### src/rtl/decoder_seq.sv
// decoder_seq: three dense layers (latent -> H1 -> H2 -> pixels) time-multiplexed on one MAC.
// Weights stream from an external synchronous memory: per node a bias then its fan-in weights, layers back to back.
module decoder_seq #(
    parameter int LAT_NUM      = 32,
    parameter int H1_NUM       = 64,
    parameter int H2_NUM       = 128,
    parameter int PIX_NUM      = 784,
    parameter int IN_WIDTH     = 17,
    parameter int IN_FRACTION  = 14,
    parameter int W_WIDTH      = 9,
    parameter int W_FRACTION   = 7,
    parameter int H_WIDTH      = 9,
    parameter int H_FRACTION   = 7,
    parameter int OUT_WIDTH    = 17,
    parameter int OUT_FRACTION = 14,
    parameter int ACC_WIDTH    = 32,
    parameter int WADDR_WIDTH  = 17
) (
    input  logic                        clk,
    input  logic                        rst_n,
    input  logic                        in_valid,
    output logic                        in_ready,
    input  logic [IN_WIDTH*LAT_NUM-1:0] z,
    output logic                        w_rd,
    output logic [WADDR_WIDTH-1:0]      w_addr,
    input  logic signed [W_WIDTH-1:0]   w_rdata,
    output logic                        pix_valid,
    input  logic                        pix_ready,
    output logic signed [OUT_WIDTH-1:0] pix_data,
    output logic [9:0]                  pix_idx,
    output logic                        pix_last,
    output logic                        busy
);
    localparam int CW     = $clog2(H2_NUM + 1);
    localparam int LAT_AW = $clog2(LAT_NUM);
    localparam int H1_AW  = $clog2(H1_NUM);
    localparam int H2_AW  = $clog2(H2_NUM);
    localparam int SH1    = IN_FRACTION + W_FRACTION - H_FRACTION;
    localparam int SH2    = H_FRACTION + W_FRACTION - H_FRACTION;
    localparam int SH3    = H_FRACTION + W_FRACTION - OUT_FRACTION;
    localparam logic signed [ACC_WIDTH-1:0] H_MAX = ACC_WIDTH'((1 << (H_WIDTH - 1)) - 1);
    localparam logic signed [ACC_WIDTH-1:0] O_MAX = ACC_WIDTH'((1 << (OUT_WIDTH - 1)) - 1);
    localparam logic signed [ACC_WIDTH-1:0] O_MIN = -O_MAX - 1;

    typedef enum logic [2:0] {IDLE, FETCH, DRAIN, ACT, OUT} state_t;

    state_t                      state, state_nx;
    logic [1:0]                  layer;
    logic [9:0]                  node, node_end;
    logic [CW-1:0]               k, kd, fan_in;
    logic                        rd_d, accept, node_last, fetch_done;
    logic [WADDR_WIDTH-1:0]      addr;
    logic [H2_AW-1:0]            idx;
    logic [4:0]                  act_sh, bias_sh;
    logic signed [ACC_WIDTH-1:0] acc, prod, bias, shifted;
    logic signed [IN_WIDTH-1:0]  x;
    logic signed [H_WIDTH-1:0]   hid;
    logic signed [OUT_WIDTH-1:0] pix;
    logic signed [IN_WIDTH-1:0]  z_reg [LAT_NUM];
    logic signed [H_WIDTH-1:0]   h1 [H1_NUM];
    logic signed [H_WIDTH-1:0]   h2 [H2_NUM];

    assign accept     = state == IDLE && in_valid;
    assign in_ready   = state == IDLE;
    assign busy       = state != IDLE;
    assign w_rd       = state == FETCH;
    assign pix_valid  = state == OUT;
    assign w_addr     = addr;
    assign fan_in     = layer == 2'd0 ? CW'(LAT_NUM) : layer == 2'd1 ? CW'(H1_NUM) : CW'(H2_NUM);
    assign node_end   = layer == 2'd0 ? 10'(H1_NUM - 1) : layer == 2'd1 ? 10'(H2_NUM - 1) : 10'(PIX_NUM - 1);
    assign node_last  = node == node_end;
    assign fetch_done = k == fan_in;

    // Word kd arrived this cycle; word 0 is the bias, word j>0 pairs with input j-1.
    assign idx     = H2_AW'(kd - CW'(1));
    assign x       = layer == 2'd0 ? z_reg[idx[LAT_AW-1:0]] :
                     layer == 2'd1 ? IN_WIDTH'(h1[idx[H1_AW-1:0]]) : IN_WIDTH'(h2[idx]);
    assign prod    = ACC_WIDTH'(w_rdata) * ACC_WIDTH'(x);
    assign bias_sh = layer == 2'd0 ? 5'(IN_FRACTION) : 5'(H_FRACTION);
    assign bias    = ACC_WIDTH'(w_rdata) <<< bias_sh;

    assign act_sh  = layer == 2'd0 ? 5'(SH1) : layer == 2'd1 ? 5'(SH2) : 5'(SH3);
    assign shifted = acc >>> act_sh;
    assign hid     = shifted < 0 ? '0 : shifted > H_MAX ? H_WIDTH'(H_MAX) : shifted[H_WIDTH-1:0];
    assign pix     = shifted > O_MAX ? OUT_WIDTH'(O_MAX) :
                     shifted < O_MIN ? OUT_WIDTH'(O_MIN) : shifted[OUT_WIDTH-1:0];

    always_comb begin
        state_nx = state;
        case (state)
            IDLE:    if (in_valid) state_nx = FETCH;
            FETCH:   if (fetch_done) state_nx = DRAIN;
            DRAIN:   state_nx = ACT;
            ACT:     state_nx = layer == 2'd2 ? OUT : FETCH;
            OUT:     if (pix_ready) state_nx = pix_last ? IDLE : FETCH;
            default: state_nx = IDLE;
        endcase
    end

    always_ff @(posedge clk or negedge rst_n) begin
        if (!rst_n) state <= IDLE;
        else        state <= state_nx;
    end

    always_ff @(posedge clk or negedge rst_n) begin
        if (!rst_n) begin
            layer    <= '0;
            node     <= '0;
            k        <= '0;
            kd       <= '0;
            rd_d     <= 1'b0;
            addr     <= '0;
            acc      <= '0;
            pix_data <= '0;
            pix_idx  <= '0;
            pix_last <= 1'b0;
        end else begin
            rd_d <= w_rd;
            kd   <= k;
            if (accept) begin
                layer <= '0;
                node  <= '0;
                k     <= '0;
                addr  <= '0;
            end
            // Layers are contiguous in memory, so the address simply runs for the whole vector.
            if (w_rd) begin
                addr <= addr + 1'b1;
                k    <= fetch_done ? '0 : k + 1'b1;
            end
            if (rd_d) acc <= kd == '0 ? bias : acc + prod;
            if (state == ACT && layer == 2'd2) begin
                pix_data <= pix;
                pix_idx  <= node;
                pix_last <= node_last;
            end
            if (state == ACT && layer != 2'd2) begin
                node <= node_last ? '0 : node + 1'b1;
                if (node_last) layer <= layer + 1'b1;
            end
            if (pix_valid && pix_ready) node <= node + 1'b1;
        end
    end

    always_ff @(posedge clk) begin
        for (int i = 0; i < LAT_NUM; i++)
            if (accept) z_reg[i] <= signed'(z[i*IN_WIDTH +: IN_WIDTH]);
        if (state == ACT && layer == 2'd0) h1[node[H1_AW-1:0]] <= hid;
        if (state == ACT && layer == 2'd1) h2[node[H2_AW-1:0]] <= hid;
    end
endmodule
### config.mk
export PLATFORM = sky130hd
export DESIGN_NAME = decoder_seq
export DESIGN_NICKNAME = d
export VERILOG_FILES = /design/src/rtl/decoder_seq.sv
export SDC_FILE = /design/constraint.sdc
export NUM_CORES = 2
export LEC_CHECK = 0
export BUFFER_PORTS_ARGS = -buffer_cell sky130_fd_sc_hd__buf_2
export CORE_ASPECT_RATIO = 0.75
export CORE_MARGIN = 1.5
export CORE_UTILIZATION = 30
export DETAILED_ROUTE_END_ITERATION = 10
export PLACE_DENSITY = 0.55
export SYNTH_ARGS = -nofsm -noshare
export SYNTH_HDL_FRONTEND = slang
export SYNTH_SLANG_ARGS = --single-unit
### constraint.sdc
create_clock -name clk -period 14.6 [get_ports clk]
set_input_delay 0.73 -clock clk [delete_from_list [all_inputs] [get_ports clk]]
set_output_delay 0.73 -clock clk [all_outputs]
set_load 0.05 [all_outputs]
### Word level (Yosys, flattened, before mapping)

Memory sizes are Yosys's and may differ from the RTL's.
Index checks and enable logic that the tools add are counted.

* register bits after elaboration: 109
* latch bits: 0
* bits in writable memories: 2272
* bits in read-only memories: 0
* output and inout bits: 49
* word-level logic and storage cells: 90
* memories: 3

* $add $sub $neg: 6
* $mul: 1
* div/mod/pow operators: 0
* magnitude comparators: 4
* equal/unequal tests: 12
* shift-type cells: 2
* multiplexer cells: 38
* bitwise operators: 0
* reduce and logical (&&, ||, !) cells: 13

Memories
* h2: depth 128, width 9, read ports 1, clocked after memory_dff 0, wr ports 1, line 61 `logic signed [H_WIDTH-1:0] h2 [H2_NUM];`
* h1: depth 64, width 9, read ports 1, clocked after memory_dff 0, wr ports 1, line 60 `logic signed [H_WIDTH-1:0] h1 [H1_NUM];`
* z_reg: depth 32, width 17, read ports 1, clocked after memory_dff 0, wr ports 32, line 59 `logic signed [IN_WIDTH-1:0] z_reg [LAT_NUM];`

Operators by type and width (number)
* $mux W17: 6
* $mux W10: 6
* $mux W8: 5
* $add A32 B26 Y32: 1
* $gt A32 B17 Y1 const B: 1
* $gt A32 B9 Y1 const B: 1
* $lt A32 B1 Y1 const B: 1
* $lt A32 B17 Y1 const B: 1
* $mux W32: 1
* $sshl A9 B4 Y32: 1
* $sshr A32 B4 Y32: 1
* $mul A9 B17 Y26: 1
* $mux W9: 2
* $add A17 B1 Y17 const B: 1
* $mux W3: 5
* $pmux W3 S5: 1
* $add A10 B1 Y10 const B: 1
* $eq A10 B10 Y1: 1
* $add A8 B1 Y8 const B: 1
* $eq A8 B8 Y1: 1
* $logic_not A8 Y1: 1
* $mux W4: 2
* $mux W1: 7
* $sub A7 B1 Y7 const B: 1
* 15 further kinds: 26

### Longest topological paths before layout

* depth after elaboration: 7
* mapped depth: 39
* depth with buffers taken out: 29

### Worst setup path after synthesis

Ideal clock, no wire load.

* path kind: reg2reg
* start: reg state[2]
* end: reg addr[1], in the netlist w_addr[1]
* arrival time: 13045 ps
* data required time: 13991 ps
* path slack: 946 ps
* stages on the path, launching flop included: 7
* buffers on the path: 1
* clock period less this slack: 13654 ps
* path through: dfrtp_1 -> clkbuf_1 -> or3_1 -> inv_1 -> nand2_1 -> inv_1 -> o21ai_0

* cells in the longest elaborated chain, start to end: 3
* elaborated cells on any way between the ends: 5
* classes of those cells: eq/ne (1); mux (1); reduce/logical (3)

RTL lines
* start, declared: line 47 `state_t state, state_nx;`
* start signal, assigned: line 102 `else state <= state_nx;`
* $logic_not A3 Y1
* named net in_ready: line 22 `output logic in_ready,`
* $logic_and A1 B1 Y1: line 63 `assign accept = state == IDLE && in_valid;`
* named net accept: line 51 `logic rd_d, accept, node_last, fetch_done;`
* $reduce_bool A2 Y1 (no source line)
* end signal, assigned: line 128 `addr <= addr + 1'b1;`
* end, declared: line 52 `logic [WADDR_WIDTH-1:0] addr;`

The timed path passes the listed nets, and every way through them passes these cells.
A chain may end at the register's enable or synchronous reset.

### Worst setup path after layout

* start: reg kd[0]
* end: reg acc[31]

* cells in the longest elaborated chain, start to end: 7
* elaborated cells on any way between the ends: 10
* classes of those cells: add/sub (2); mul (1); mux (3); reduce/logical (1); memory (3)

RTL lines
* start, declared: line 50 `logic [CW-1:0] k, kd, fan_in;`
* start signal, assigned: line 119 `kd <= k;`
* $sub A7 B1 Y7: line 75 `assign idx = H2_AW'(kd - CW'(1));`
* $mem_v2 Z128 W9 or $mem_v2 Z64 W9 (tied branches)
* $mux W17: line 77 `layer == 2'd1 ? IN_WIDTH'(h1[idx[H1_AW-1:0]]) : IN_WIDTH'(h2[idx]);`
* $mux W17: line 76 `assign x = layer == 2'd0 ? z_reg[idx[LAT_AW-1:0]] :`
* $mul A9 B17 Y26: line 78 `assign prod = ACC_WIDTH'(w_rdata) * ACC_WIDTH'(x);`
* $add A32 B26 Y32: line 131 `if (rd_d) acc <= kd == '0 ? bias : acc + prod;`
* $mux W32 (*): line 131
* end signal, assigned: line 131
* end, declared: line 55 `logic signed [ACC_WIDTH-1:0] acc, prod, bias, shifted;`

Mark *: on every way between the ends. The rest lies on a longest branch, timed or not.

==> metrics.md <==
| Metric | Value |
|---|---|
| Avg Vias per Cell | `4.93` |
| Xor/xnor share of the synthesized area | `0.382%` |
| Post-synthesis mux area share | `15.9%` |
| Crit path DAT | `12.59 ns` |
| Max-Slew Margin vs Limit | `10.2%` |
| Proportion of layout cells with a drive suffix above 1 | `26.4%` |
| Max cap viols | `0` |
| Gpl congestion | `0.861` |
| Sequential-to-total area share from yosys stat | `70.6%` |
| Layout Nets | `7,499` |
| Gr usage total | `16.7%` |
| Tightest Pin Transition | `1.34 ns` |
| Min Tclk post-route | `11.83 ns` |
| Ranking of synthesized cells by area | `edfxtp_1 (68%), mux4_2 (15%), fa_1 (3.2%)` |
| Clk_lat worst skew | `0.92 ns` |
| Post-synthesis async set-or-reset flop share | `4.58%` |
| Hold Path Class | `in2reg` |
| Ys Warns | `0` |
| Layout overhead on the synthesized area | `22.4%` |
| I/O pin cnt | `606` |
| Cells after Synth | `5,277` |
| Tcrit/Tclk final | `81.0%` |
| Starting Density | `30.2%` |
| R2R depth | `26` |
| Hpwl dp | `189 mm` |
| CTS root buffer | `clkbuf_16` |
| Initial antenna violation count | `45` |
| Largest family of logic cells by synthesized area | `multiplexers` |
| DRC violation total after the first TritonRoute iteration | `6,695` |
| # rows | `183` |
| Max reg flops | `1,152` |
| Total CTS buffers | `249` |
| Core Box Area | `332,000 µm²` |
| Post-CTS Resized | `0` |
| RSZ-0062 raised after global routing | `false` |
| Compound-gate portion of the synthesized area | `2.14%` |
| First-pass GRT wire length | `414 mm` |
| WL per Instance | `25.4 µm` |
| Final setup fails | `0` |
| Crit Path Class | `reg2reg` |
| Yosys reg bits | `2,381` |
| WHS Path Cells | `1` |
| Die Y | `504 µm` |
| DIE AREA | `339,000 µm²` |
| Setup TNS | `0 ns` |
| Synthesized area per cell | `19.1 µm²` |
| Num Clock Sinks | `2,381` |
| Post-synth top area cell | `edfxtp_1` |
| Outcome | `complete, no violations` |
| Adder-Cell Fraction of Synth Area | `4.30%` |
| Required time of the critical path | `15.36 ns` |
| Clk slew on worst S/H paths | `0.06 ns` |
| Vias | `56,000` |
| Clock buffer depth | `4` |
| Area share of the largest cell type after synthesis | `67.9%` |
| Simple-Gate Fraction of Synth Area | `4.48%` |
| DR pass1 iterations | `6` |
| Crit end category | `flop` |
| Vias in the first global route | `57,400` |
| Post-synth EDFFs | `2,272` |
| Number of setup buffers added after CTS | `0` |
| ANT nets after route | `0` |
| Top_reg_cell synth | `edfxtp_1` |
| Drc violations | `0` |
| CTS tree | `done` |
| Gr ovfl total | `0` |
| Fmax | `84.5 MHz` |
| Buffers on Ports | `605` |
| Final Hold Fails | `0` |
| Synthesized cell area | `101,000 µm²` |
| H-tree levels | `4` |
| Post-route clock skew | `0.0558 ns` |
| Die Span X | `671 µm` |
| CP startpoint kind | `flop` |
| WL final | `288 mm` |
| Pin count of the biggest net entering global routing | `193` |
| Max Slew Vio Count | `0` |
| Number of library cell types mapped by synthesis | `82` |
| Crit path max fanout | `51` |
-- routing by layer --
metal | vias up | routed length, µm | track usage, %
met4 | 14 | 7370 | 4.23
met2 | 2329 | 128000 | 24.9
met3 | 434 | 24200 | 3.71
li1 | 23600 | - | -
met1 | 29700 | 129000 | 24.6
met5 | - | 89 | 0
-- worst max-delay path, cell delays in order, from the launching register on --
cell and delay [ns]:
dfrtp_4 0.87, inv_1 0.20, ha_4 1.00, buf_4 0.81
buf_4 0.61, mux4_2 0.40, mux2i_1 0.17, nor3_1 0.07
a2111oi_0 1.07, o21ai_0 0.26, a311o_1 0.49, and2_1 0.26
fa_1 0.46, fa_1 0.53, fa_1 0.44, fa_1 0.50
inv_1 0.05, fa_1 0.48, inv_1 0.05, ha_1 0.35
a21o_1 0.20, a21o_1 0.17, a221oi_1 0.63, a2111oi_0 0.24
a211oi_1 0.74, o31ai_1 0.18, o32a_1 0.37
-- cell type report --
type                            instances  area (µm²)
Antenna cell                           20        50.0
Clock buffer                          285        6390
Timing Repair Buffer                 1242        9330
Multi-Input combinational cell       2589       28200
Sequential cell                      2381       71000
Fill cell                           30700      209000
Inverter                              231         875
Clock inverter                        172        1700
Tap cell                             4440        5560
-- stage by stage --
stage                     cell area (µm²)  util, %  worst slack (ns)  hold WS, ns  cells
final                              123000     37.0              2.77       0.0588  11400
after CTS                          123000     37.0              2.83      0.00312  11300
after floorplan                    101000        -             0.946        0.406   5468
after detailed placement           110000     33.0              2.87        0.427  10300
after global placement             110000     33.0              2.95        0.423  10300
after global routing               123000     37.0              2.38       0.0207  11400
-- worst paths after layout --
check	startpoint	slack (ns)	to
max	kd[0]$_DFF_PN0_	2.77	acc[31]$_DFFE_PN0P_
min	z[530]	0.06	z_reg[31][3]$_DFFE_PP_
max reg2reg	kd[0]$_DFF_PN0_	2.77	acc[31]$_DFFE_PN0P_
min reg2reg	k[7]$_DFFE_PN0P_	0.43	kd[7]$_DFF_PN0_
max in group asynchronous	rst_n	12.84	kd[0]$_DFF_PN0_
min in group asynchronous	rst_n	0.44	pix_data[11]$_DFFE_PN0P_
-- cell usage in the layout (no fill, tap or decap), drive strengths merged, types with 12 or more instances in the layout --
cell type	instances
fa	162
clkbuf	285
nand3	95
and3	25
xor2	16
inv	238
a211oi	12
mux2i	34
dlygate4sd3	534
mux4	689
nor3	25
o21ai	90
conb	192
nand4	26
and2	18
xnor2	27
edfxtp	2272
or3	12
or2	14
a31oi	18
clkinvlp	14
dfrtp	109
clkinv	121
diode	20
a21oi	109
a21o	19
nand2	437
buf	708
bufinv	30
nor2	331
ha	86
-- synth_stat cells, types with 7 or more instances --
library cell / count
edfxtp_1: 2272
mux4_2: 686
nand2_1: 433
nor2_1: 330
inv_1: 230
fa_1: 162
clkbuf_1: 127
a21oi_1: 109
dfrtp_1: 109
nand3_1: 93
ha_1: 86
o21ai_0: 86
buf_2: 66
mux2i_1: 34
buf_4: 31
nand4_1: 26
xnor2_1: 26
and3_1: 25
nor3_1: 25
buf_6: 20
a21o_1: 19
buf_1: 19
a31oi_1: 18
and2_1: 18
xor2_1: 16
a211oi_1: 12
or2_2: 12
or3_1: 12
nor2b_1: 10
o211ai_1: 10
nand2b_1: 9
o31ai_1: 9
o21a_1: 8
a2111oi_0: 7
a22oi_1: 7
nor3b_1: 7
o22ai_1: 7
-- logic make-up after synthesis --
logic type	after synthesis
AO/OA/AOI/OAI	341
XOR/XNOR	43
adder cells (fa/ha/maj)	248
buffers and inverters	498
flip-flops	2381
multiplexers	729
other	1
AND/OR/NAND/NOR	1036
-- repair_timing --
item,CTS,global route
hold buffers,534,0
hold endpoints to repair,583,0
setup endpoints to repair,0,0
Power is not shown: default switching activity piles up to over one toggle a cycle in this logic, so the estimate is an artifact.
